## src/rtl/jtframe_spi_upload.sv

```systemverilog
// SPI responder that streams game memory back to the I/O controller.
// Decodes start/data commands, walks ioctl_addr and shifts prefetched bytes out on spi_do.
module jtframe_spi_upload #(
  parameter int         AW        = 25,
  parameter logic [7:0] CMD_START = 8'h57,
  parameter logic [7:0] CMD_DATA  = 8'h58,
  parameter int         RDLAT     = 2
) (
  input  logic          clk,
  input  logic          rst_n,
  input  logic          spi_sck,
  input  logic          spi_ss,
  input  logic          spi_di,
  output logic          spi_do,
  output logic          spi_do_en,
  output logic [AW-1:0] ioctl_addr,
  input  logic [7:0]    ioctl_din,
  output logic          ioctl_ram,
  output logic          upload_busy
);

  localparam int PW = $clog2(RDLAT + 1);

  typedef enum logic [2:0] {IDLE, CMD, ARG, DATA, DISCARD} state_t;

  state_t        r_state;
  state_t        w_next;
  logic [2:0]    r_sck_s;
  logic [2:0]    r_ss_s;
  logic [1:0]    r_di_s;
  logic [2:0]    r_bit_cnt;
  logic [7:0]    r_rx;
  logic [7:0]    r_shreg;
  logic [7:0]    r_dbuf;
  logic [PW-1:0] r_pf_cnt;

  logic       w_ss;
  logic       w_ss_fall;
  logic       w_rise;
  logic       w_fall;
  logic       w_byte_done;
  logic [7:0] w_byte;
  logic       w_load;
  logic       w_shift;
  logic       w_arg_done;

  assign w_ss        = r_ss_s[1];
  assign w_ss_fall   = r_ss_s[2] & ~r_ss_s[1];
  assign w_rise      = r_sck_s[1] & ~r_sck_s[2] & ~w_ss;
  assign w_fall      = ~r_sck_s[1] & r_sck_s[2] & ~w_ss;
  assign w_byte_done = w_rise && (r_bit_cnt == 3'd7);
  assign w_byte      = {r_rx[6:0], r_di_s[1]};
  assign w_load      = (r_state == DATA) && w_fall && (r_bit_cnt == 3'd0);
  assign w_shift     = (r_state == DATA) && w_fall && (r_bit_cnt != 3'd0);
  assign w_arg_done  = (r_state == ARG) && w_byte_done;

  assign spi_do      = r_shreg[7];
  assign spi_do_en   = (r_state == DATA);
  assign upload_busy = (r_state == DATA);

  always_comb begin
    w_next = r_state;
    case (r_state)
      IDLE:    if (w_ss_fall) w_next = CMD;
      CMD: begin
        if (w_byte_done) begin
          if (w_byte == CMD_START)                 w_next = ARG;
          else if (w_byte == CMD_DATA && ioctl_ram) w_next = DATA;
          else                                      w_next = DISCARD;
        end
      end
      ARG:     if (w_byte_done) w_next = DISCARD;
      DATA:    w_next = DATA;
      DISCARD: w_next = DISCARD;
      default: w_next = IDLE;
    endcase
    // A deselect always aborts the frame, whatever the state.
    if (w_ss) w_next = IDLE;
  end

  always_ff @(posedge clk) begin
    if (!rst_n) begin
      r_state   <= IDLE;
      // ss chain resets low so a frame already in progress is not seen as a new select.
      r_sck_s   <= 3'b000;
      r_ss_s    <= 3'b000;
      r_di_s    <= 2'b00;
      r_bit_cnt <= 3'd0;
      r_rx      <= 8'h00;
      r_shreg   <= 8'h00;
      r_dbuf    <= 8'h00;
      r_pf_cnt  <= '0;
      ioctl_addr <= '0;
      ioctl_ram  <= 1'b0;
    end else begin
      r_state <= w_next;
      r_sck_s <= {r_sck_s[1:0], spi_sck};
      r_ss_s  <= {r_ss_s[1:0], spi_ss};
      r_di_s  <= {r_di_s[0], spi_di};

      if (w_ss)        r_bit_cnt <= 3'd0;
      else if (w_rise) r_bit_cnt <= r_bit_cnt + 3'd1;

      if (w_rise) r_rx <= w_byte;

      if (w_load)       r_shreg <= r_dbuf;
      else if (w_shift) r_shreg <= {r_shreg[6:0], 1'b0};

      if (r_pf_cnt != '0) begin
        r_pf_cnt <= r_pf_cnt - 1'b1;
        if (r_pf_cnt == PW'(1)) r_dbuf <= ioctl_din;
      end

      if (w_arg_done) begin
        ioctl_ram <= w_byte[0];
        if (w_byte[0]) begin
          ioctl_addr <= '0;
          r_pf_cnt   <= PW'(RDLAT);
        end
      end else if (w_load) begin
        ioctl_addr <= ioctl_addr + {{(AW-1){1'b0}}, 1'b1};
        r_pf_cnt   <= PW'(RDLAT);
      end
    end
  end

endmodule

```

## config.mk

```make
export PLATFORM = sky130hd
export DESIGN_NAME = jtframe_spi_upload
export DESIGN_NICKNAME = d
export VERILOG_FILES = /design/src/rtl/jtframe_spi_upload.sv
export SDC_FILE = /design/constraint.sdc
export NUM_CORES = 1
export LEC_CHECK = 0
export ABC_AREA = 0
export CAP_MARGIN = 10
export CORE_ASPECT_RATIO = 0.5
export CORE_MARGIN = 3
export CORE_UTILIZATION = 25
export DETAILED_ROUTE_END_ITERATION = 6
export GPL_TIMING_DRIVEN = 0
export PLACE_DENSITY_LB_ADDON = 0.08
export SLEW_MARGIN = 20
export SYNTH_ARGS = -nofsm -noshare
export SYNTH_HDL_FRONTEND = slang
export SYNTH_SLANG_ARGS = --single-unit
```

## constraint.sdc

```tcl
create_clock -name clk -period 2 [get_ports clk]
set_input_delay 0.2 -clock clk [delete_from_list [all_inputs] [get_ports clk]]
set_output_delay 0.2 -clock clk [all_outputs]
set_load 0.05 [all_outputs]
```

# ---- After elaboration in Yosys (flattened, before gate mapping)
# Cells that the tools add are included.
dict set report totals {
  register_bits 65
  latch_bits 0
  mem_bits_rw 0
  rom_bits 0
  in_bits 13
  out_inout_bits 29
  elab_cells 66
  mem_count 0
}
dict set report classes {
  addsub 3
  multipliers 0
  div 0
  n_lt_le_gt_ge 0
  n_eq_ne 12
  shifts 0
  muxes 15
  bitwise_logic 9
  n_reduce_logical 16
}
# operator n
set ops {}
lappend ops {{two-way mux 25 bit} 3}
lappend ops {{adder 25 x 1 -> 25 bit (second input constant)} 1}
lappend ops {{== test 8 x 7 -> 1 bit (second input constant)} 2}
lappend ops {{two-way mux 8 bit} 2}
lappend ops {{two-way mux 3 bit} 5}
lappend ops {{one-hot mux 3 bit (5 select lines)} 1}
lappend ops {{two-way mux 2 bit} 4}
lappend ops {{!= test 2 bit (second input constant)} 4}
lappend ops {{== test 3 x 2 -> 1 bit (second input constant)} 2}
lappend ops {{== test 3 bit (second input constant)} 2}
lappend ops {{logical AND 1 bit} 6}
lappend ops {{zero test 3 bit} 2}
lappend ops {{nonzero test 2 bit} 3}
lappend ops {{bitwise AND 1 bit} 5}
lappend ops {{inverter 1 bit} 4}
lappend ops {{AND reduction 2 bit} 2}
lappend ops {{adder 3 x 1 -> 3 bit (second input constant)} 1}
lappend ops {{== test 3 x 1 -> 1 bit (second input constant)} 1}
lappend ops {{AND reduction 3 bit} 1}
lappend ops {{nonzero test 3 bit} 1}
lappend ops {{== test 2 x 1 -> 1 bit (second input constant)} 1}
lappend ops {{OR reduction 2 bit} 1}
lappend ops {{subtractor 2 x 1 -> 2 bit (second input constant)} 1}

# ---- Depth between registers and ports, before layout
dict set report depth {
  depth_word 7
  depth_mapped 8
  depth_no_buf 7
}

# ---- Worst setup path after synthesis
# OpenSTA, ideal clock, no wires.
dict set report synth_timing {
  path_type {reg2reg}
  startpoint {register ioctl_addr[3]}
  endpoint {register ioctl_addr[19]}
  setup_ps 124
  t_arrival_ps 1844
  required_time_ps 1876
  path_slack_ps 32
  path_stages_with_launch 7
  path_buffers 1
  period_less_slack_ps 1968
  cell_sequence {dfxtp_1 and4_1 buf_2 nand4_1 a2111oi_2 xnor2_1 nor2_1}
}
dict set report synth_via {
  elab_chain_len 3
}
# element line
set synth_rtl {}
lappend synth_rtl {{start, declared} 16} ;# output logic [AW-1:0] ioctl_addr,
lappend synth_rtl {{start signal, assigned} 121} ;# ioctl_addr <= ioctl_addr + {{(AW-1){1'b0}}, 1'b1};
lappend synth_rtl {{adder 25 x 1 -> 25 bit} 121}
lappend synth_rtl {{two-way mux 25 bit} 120} ;# end else if (w_load) begin
lappend synth_rtl {{two-way mux 25 bit} 114} ;# if (w_arg_done) begin
# Every way passes these cells. The select of a mux whose other input is x is not followed.
# A chain may end at the register's enable or synchronous reset.

# ---- Worst setup path after layout
dict set report layout_timing {
  startpoint {register ioctl_addr[12]}
  endpoint {register ioctl_addr[24]}
}
# Same word-level chain as after synthesis.

==> results.sh <==
export IMPL_yosysWarnings=0
export IMPL_cts_htree_levels=3
export IMPL_clockBufferDepth=2
export IMPL_post_route_drc_count=0
export IMPL_rsz0062_at_grt="yes"
export IMPL_core_rowCount=27
export IMPL_insertion_delay_ps=330
export IMPL_power_density_nw_per_um2=781.4
export IMPL_die_x_um=161.4
export IMPL_drtIter0Drc=89
export IMPL_met3_length_um=235
export IMPL_multi_input_area_um2=1698
export IMPL_maxSlewViolCount=0
export IMPL_num_vias=2448
export IMPL_synth_largest_area_cell="dfxtp_1"
export IMPL_maxCapViolCount=0
export IMPL_grt_max_degree=12
export IMPL_die_area_um2=13500
export IMPL_io_pins=42
export IMPL_syn_nets=343
export IMPL_drt_vias_per_instance=4.500
export IMPL_wl_met1_um=4029
export IMPL_clkSinkCount=65
export IMPL_place_congestion=0.7354
export IMPL_port_buffers=40
export IMPL_fin_crit_ps=1905
export IMPL_regArea_um2=1303
export IMPL_syn_avg_cell_area_um2=9.254
export IMPL_crit_path_end_kind="flip-flop"
export IMPL_cts_tree="done"
export IMPL_start_util_pct=26.50
export IMPL_fin_ws_ps=94.82
export IMPL_layout_common_cells="dfxtp_1, clkdlybuf4s50_1, mux2i_1"
export IMPL_critical_path_top_delay_family="simple AND/OR/NAND/NOR gates"
export IMPL_synth_top_area_share_pct=43.14
export IMPL_core_area_um2=11380
export IMPL_cts_buffers=9
export IMPL_crit_arrival_ps=2120
export IMPL_crit_top_cell="nand3_1"
export IMPL_required_ps=2210
export IMPL_startpoint="ioctl_addr[12]"
export IMPL_start_kind="flip-flop"
export IMPL_areaGrowthSynthToFinish_pct=35.34
export IMPL_fill_cells=1163
export IMPL_path_clk_slew_ps=50
export IMPL_synth_edf_count=0
export IMPL_antenna_cells=0
export IMPL_cp_slowest_stage_delay_ps=430
export IMPL_routed_wirelength_um=7741
export IMPL_synth_seq_cells=65
export IMPL_grt_usage_pct=11.80
export IMPL_fmax_mhz=524.9
export IMPL_skew_ps=7.517
export IMPL_routed_top_layer="met4"
export IMPL_netlist_top_cells_area="dfxtp_1, mux2i_1, and2_1"
export IMPL_crit_cells=5
export IMPL_first_global_vias=2418
export IMPL_crit_end="ioctl_addr[24]"
export IMPL_ff2ff_path_depth=5
export IMPL_finalHoldViolCount=0
export IMPL_crit_chain="and3_1 > nand3_1 > nor3_2 > nand3_1 > mux2i_1"
export IMPL_layout_commonest_cell="dfxtp_1"
export IMPL_synth_cells=326
export IMPL_synthFlopType="dfxtp_1"
export IMPL_async_flop_share_pct=0
export IMPL_dieHeight_um=83.68
export IMPL_antenna_found_initial=0
export IMPL_path_buf_inv=0
export IMPL_crit_type="flip-flop to flip-flop"
export IMPL_grt_pass1_wl_um=12630
export IMPL_overflow=0
export IMPL_root_buffer="clkbuf_16"
export IMPL_finalPower_w=0.003190
export IMPL_finalNetCount=398
export IMPL_rrSetupSlack_ps=90
export IMPL_status="finished clean"
export IMPL_tightest_slew_ps=640.7
export IMPL_drive_gt1_share_pct=12.47
export IMPL_drt_pass1_iter_count=4
export IMPL_max_slew_margin_rel_pct=57.29
export IMPL_syn_area_um2=3017
export IMPL_slowest_stage="dfxtp_1"
export IMPL_ir_drop_v=0.0004029
export IMPL_r2r_start="ioctl_addr[12]"
export IMPL_reg2reg_to="ioctl_addr[24]"
export IMPL_wl_met2_um=3428
export IMPL_drtAntennaViolNets=0
export IMPL_fin_util_pct=35.86
export IMPL_worstPathMaxFanout=6
export IMPL_finalSetupViolCount=0
export IMPL_place_ws_ps=-297.8
export IMPL_hpwlAfterDp_um=5410
export IMPL_p_leak_nw=1.347
export IMPL_min_path_type="input port to flip-flop"
export IMPL_routedWlPerCell_um=14.23
export IMPL_ys_seq_area_share_pct=43.14
export IMPL_period_share_pct=95.26
export IMPL_synth_cell_types=45
==> worst reg2reg max path, cell delays in order (launching register included) <==
cell and delay (ps):
dfxtp_1 430, and3_1 230, nand3_1 390, nor3_2 420, nand3_1 180, mux2i_1 140
==> registers in the layout, summed over array words and instances (netlist names) <==
register,cells
r_sck_s,3
r_dbuf,8
r_ss_s,3
r_state,3
r_bit_cnt,3
r_rx,7
r_shreg,8
ioctl_ram,1
ioctl_addr,25
r_pf_cnt,2
r_di_s,2
==> where the power goes <==
| part | switching [W] | total [W] | internal (W) |
|---|---|---|---|
| sequential | 0.00000645 | 0.00131 | 0.00130 |
| clock | 0.000575 | 0.00179 | 0.00121 |
| combinational | 0.0000479 | 0.0000939 | 0.0000459 |
==> kinds of logic after synthesis <==
| family | after synthesis | synth area share, % |
|---|---|---|
| simple gates | 155 | 29.03 |
| flops | 65 | 43.14 |
| compound gates | 36 | 8.794 |
| mux | 32 | 10.62 |
| buf+inv | 23 | 3.567 |
| xor+xnor | 11 | 3.194 |
| fa+ha+maj | 4 | 1.659 |
==> per-layer routing <==
layer  vias to the layer above  GRT usage [%]
li1                       1249              -
met1                      1166          16.32
met2                        28          18.08
met3                         5          3.568
met4                         0          2.576
met5                         -              0
==> cells in the mapped netlist, drive strengths merged (2+ instances only) <==
library cell / number
nand2b: 4
and4bb: 2
clkbuf: 10
or4: 2
and4: 3
nand4: 7
buf: 7
nor3: 6
a2111oi: 5
mux2i: 32
dfxtp: 65
a211oi: 4
nand2: 33
nand3: 17
and2: 26
a21oi: 8
o21ai: 8
and3: 4
nor4: 3
xnor2: 10
nor2: 20
a31oi: 2
ha: 4
o311ai: 2
nor2b: 22
a21boi: 4
inv: 6
==> how the worst min path moves through the flow <==
stage / startpoint / to / slack [ps] / depth (start not counted)
final: rst_n / ioctl_addr[20] / 310 / 3
after detailed placement: r_di_s[0] / r_di_s[1] / 430 / 1
after floorplan: spi_di / r_di_s[0] / 330 / 1
after global routing: rst_n / ioctl_addr[20] / 370 / 3
after CTS: rst_n / ioctl_addr[20] / 320 / 3
after global placement: r_di_s[0] / r_di_s[1] / 410 / 1
==> timing repair <==
| item | CTS | global route |
|---|---|---|
| resized for setup | 19 | 9 |
| hold buffers | 0 | 0 |
| setup buffers | 2 | 2 |
| pin swaps | 1 | 1 |
| setup endpoints to repair | 19 | 19 |
==> final cells by class <==
cell class              count  share of cell area (%)
plain buffers              17                   2.360
clock buffers              10                   5.608
flip-flops and latches     65                   31.90
inverters                   6                  0.5516
multi-input cells         238                   41.59
well taps                 159                   4.873
repair buffers             44                   10.54
clock inverters             5                   2.574
==> through the flow <==
step	area [um2]	hold slack, ps	cells	setup TNS [ps]
finish	4083	306.8	544	0
global route	4083	366.2	544	-20.79
floorplan	3017	327.3	326	0
CTS	4031	319.2	542	-5.541
global placement	3616	413.7	525	-1569
detailed placement	3616	425.8	525	-2779
No activity file was read; power rests on OpenSTA's default activity.
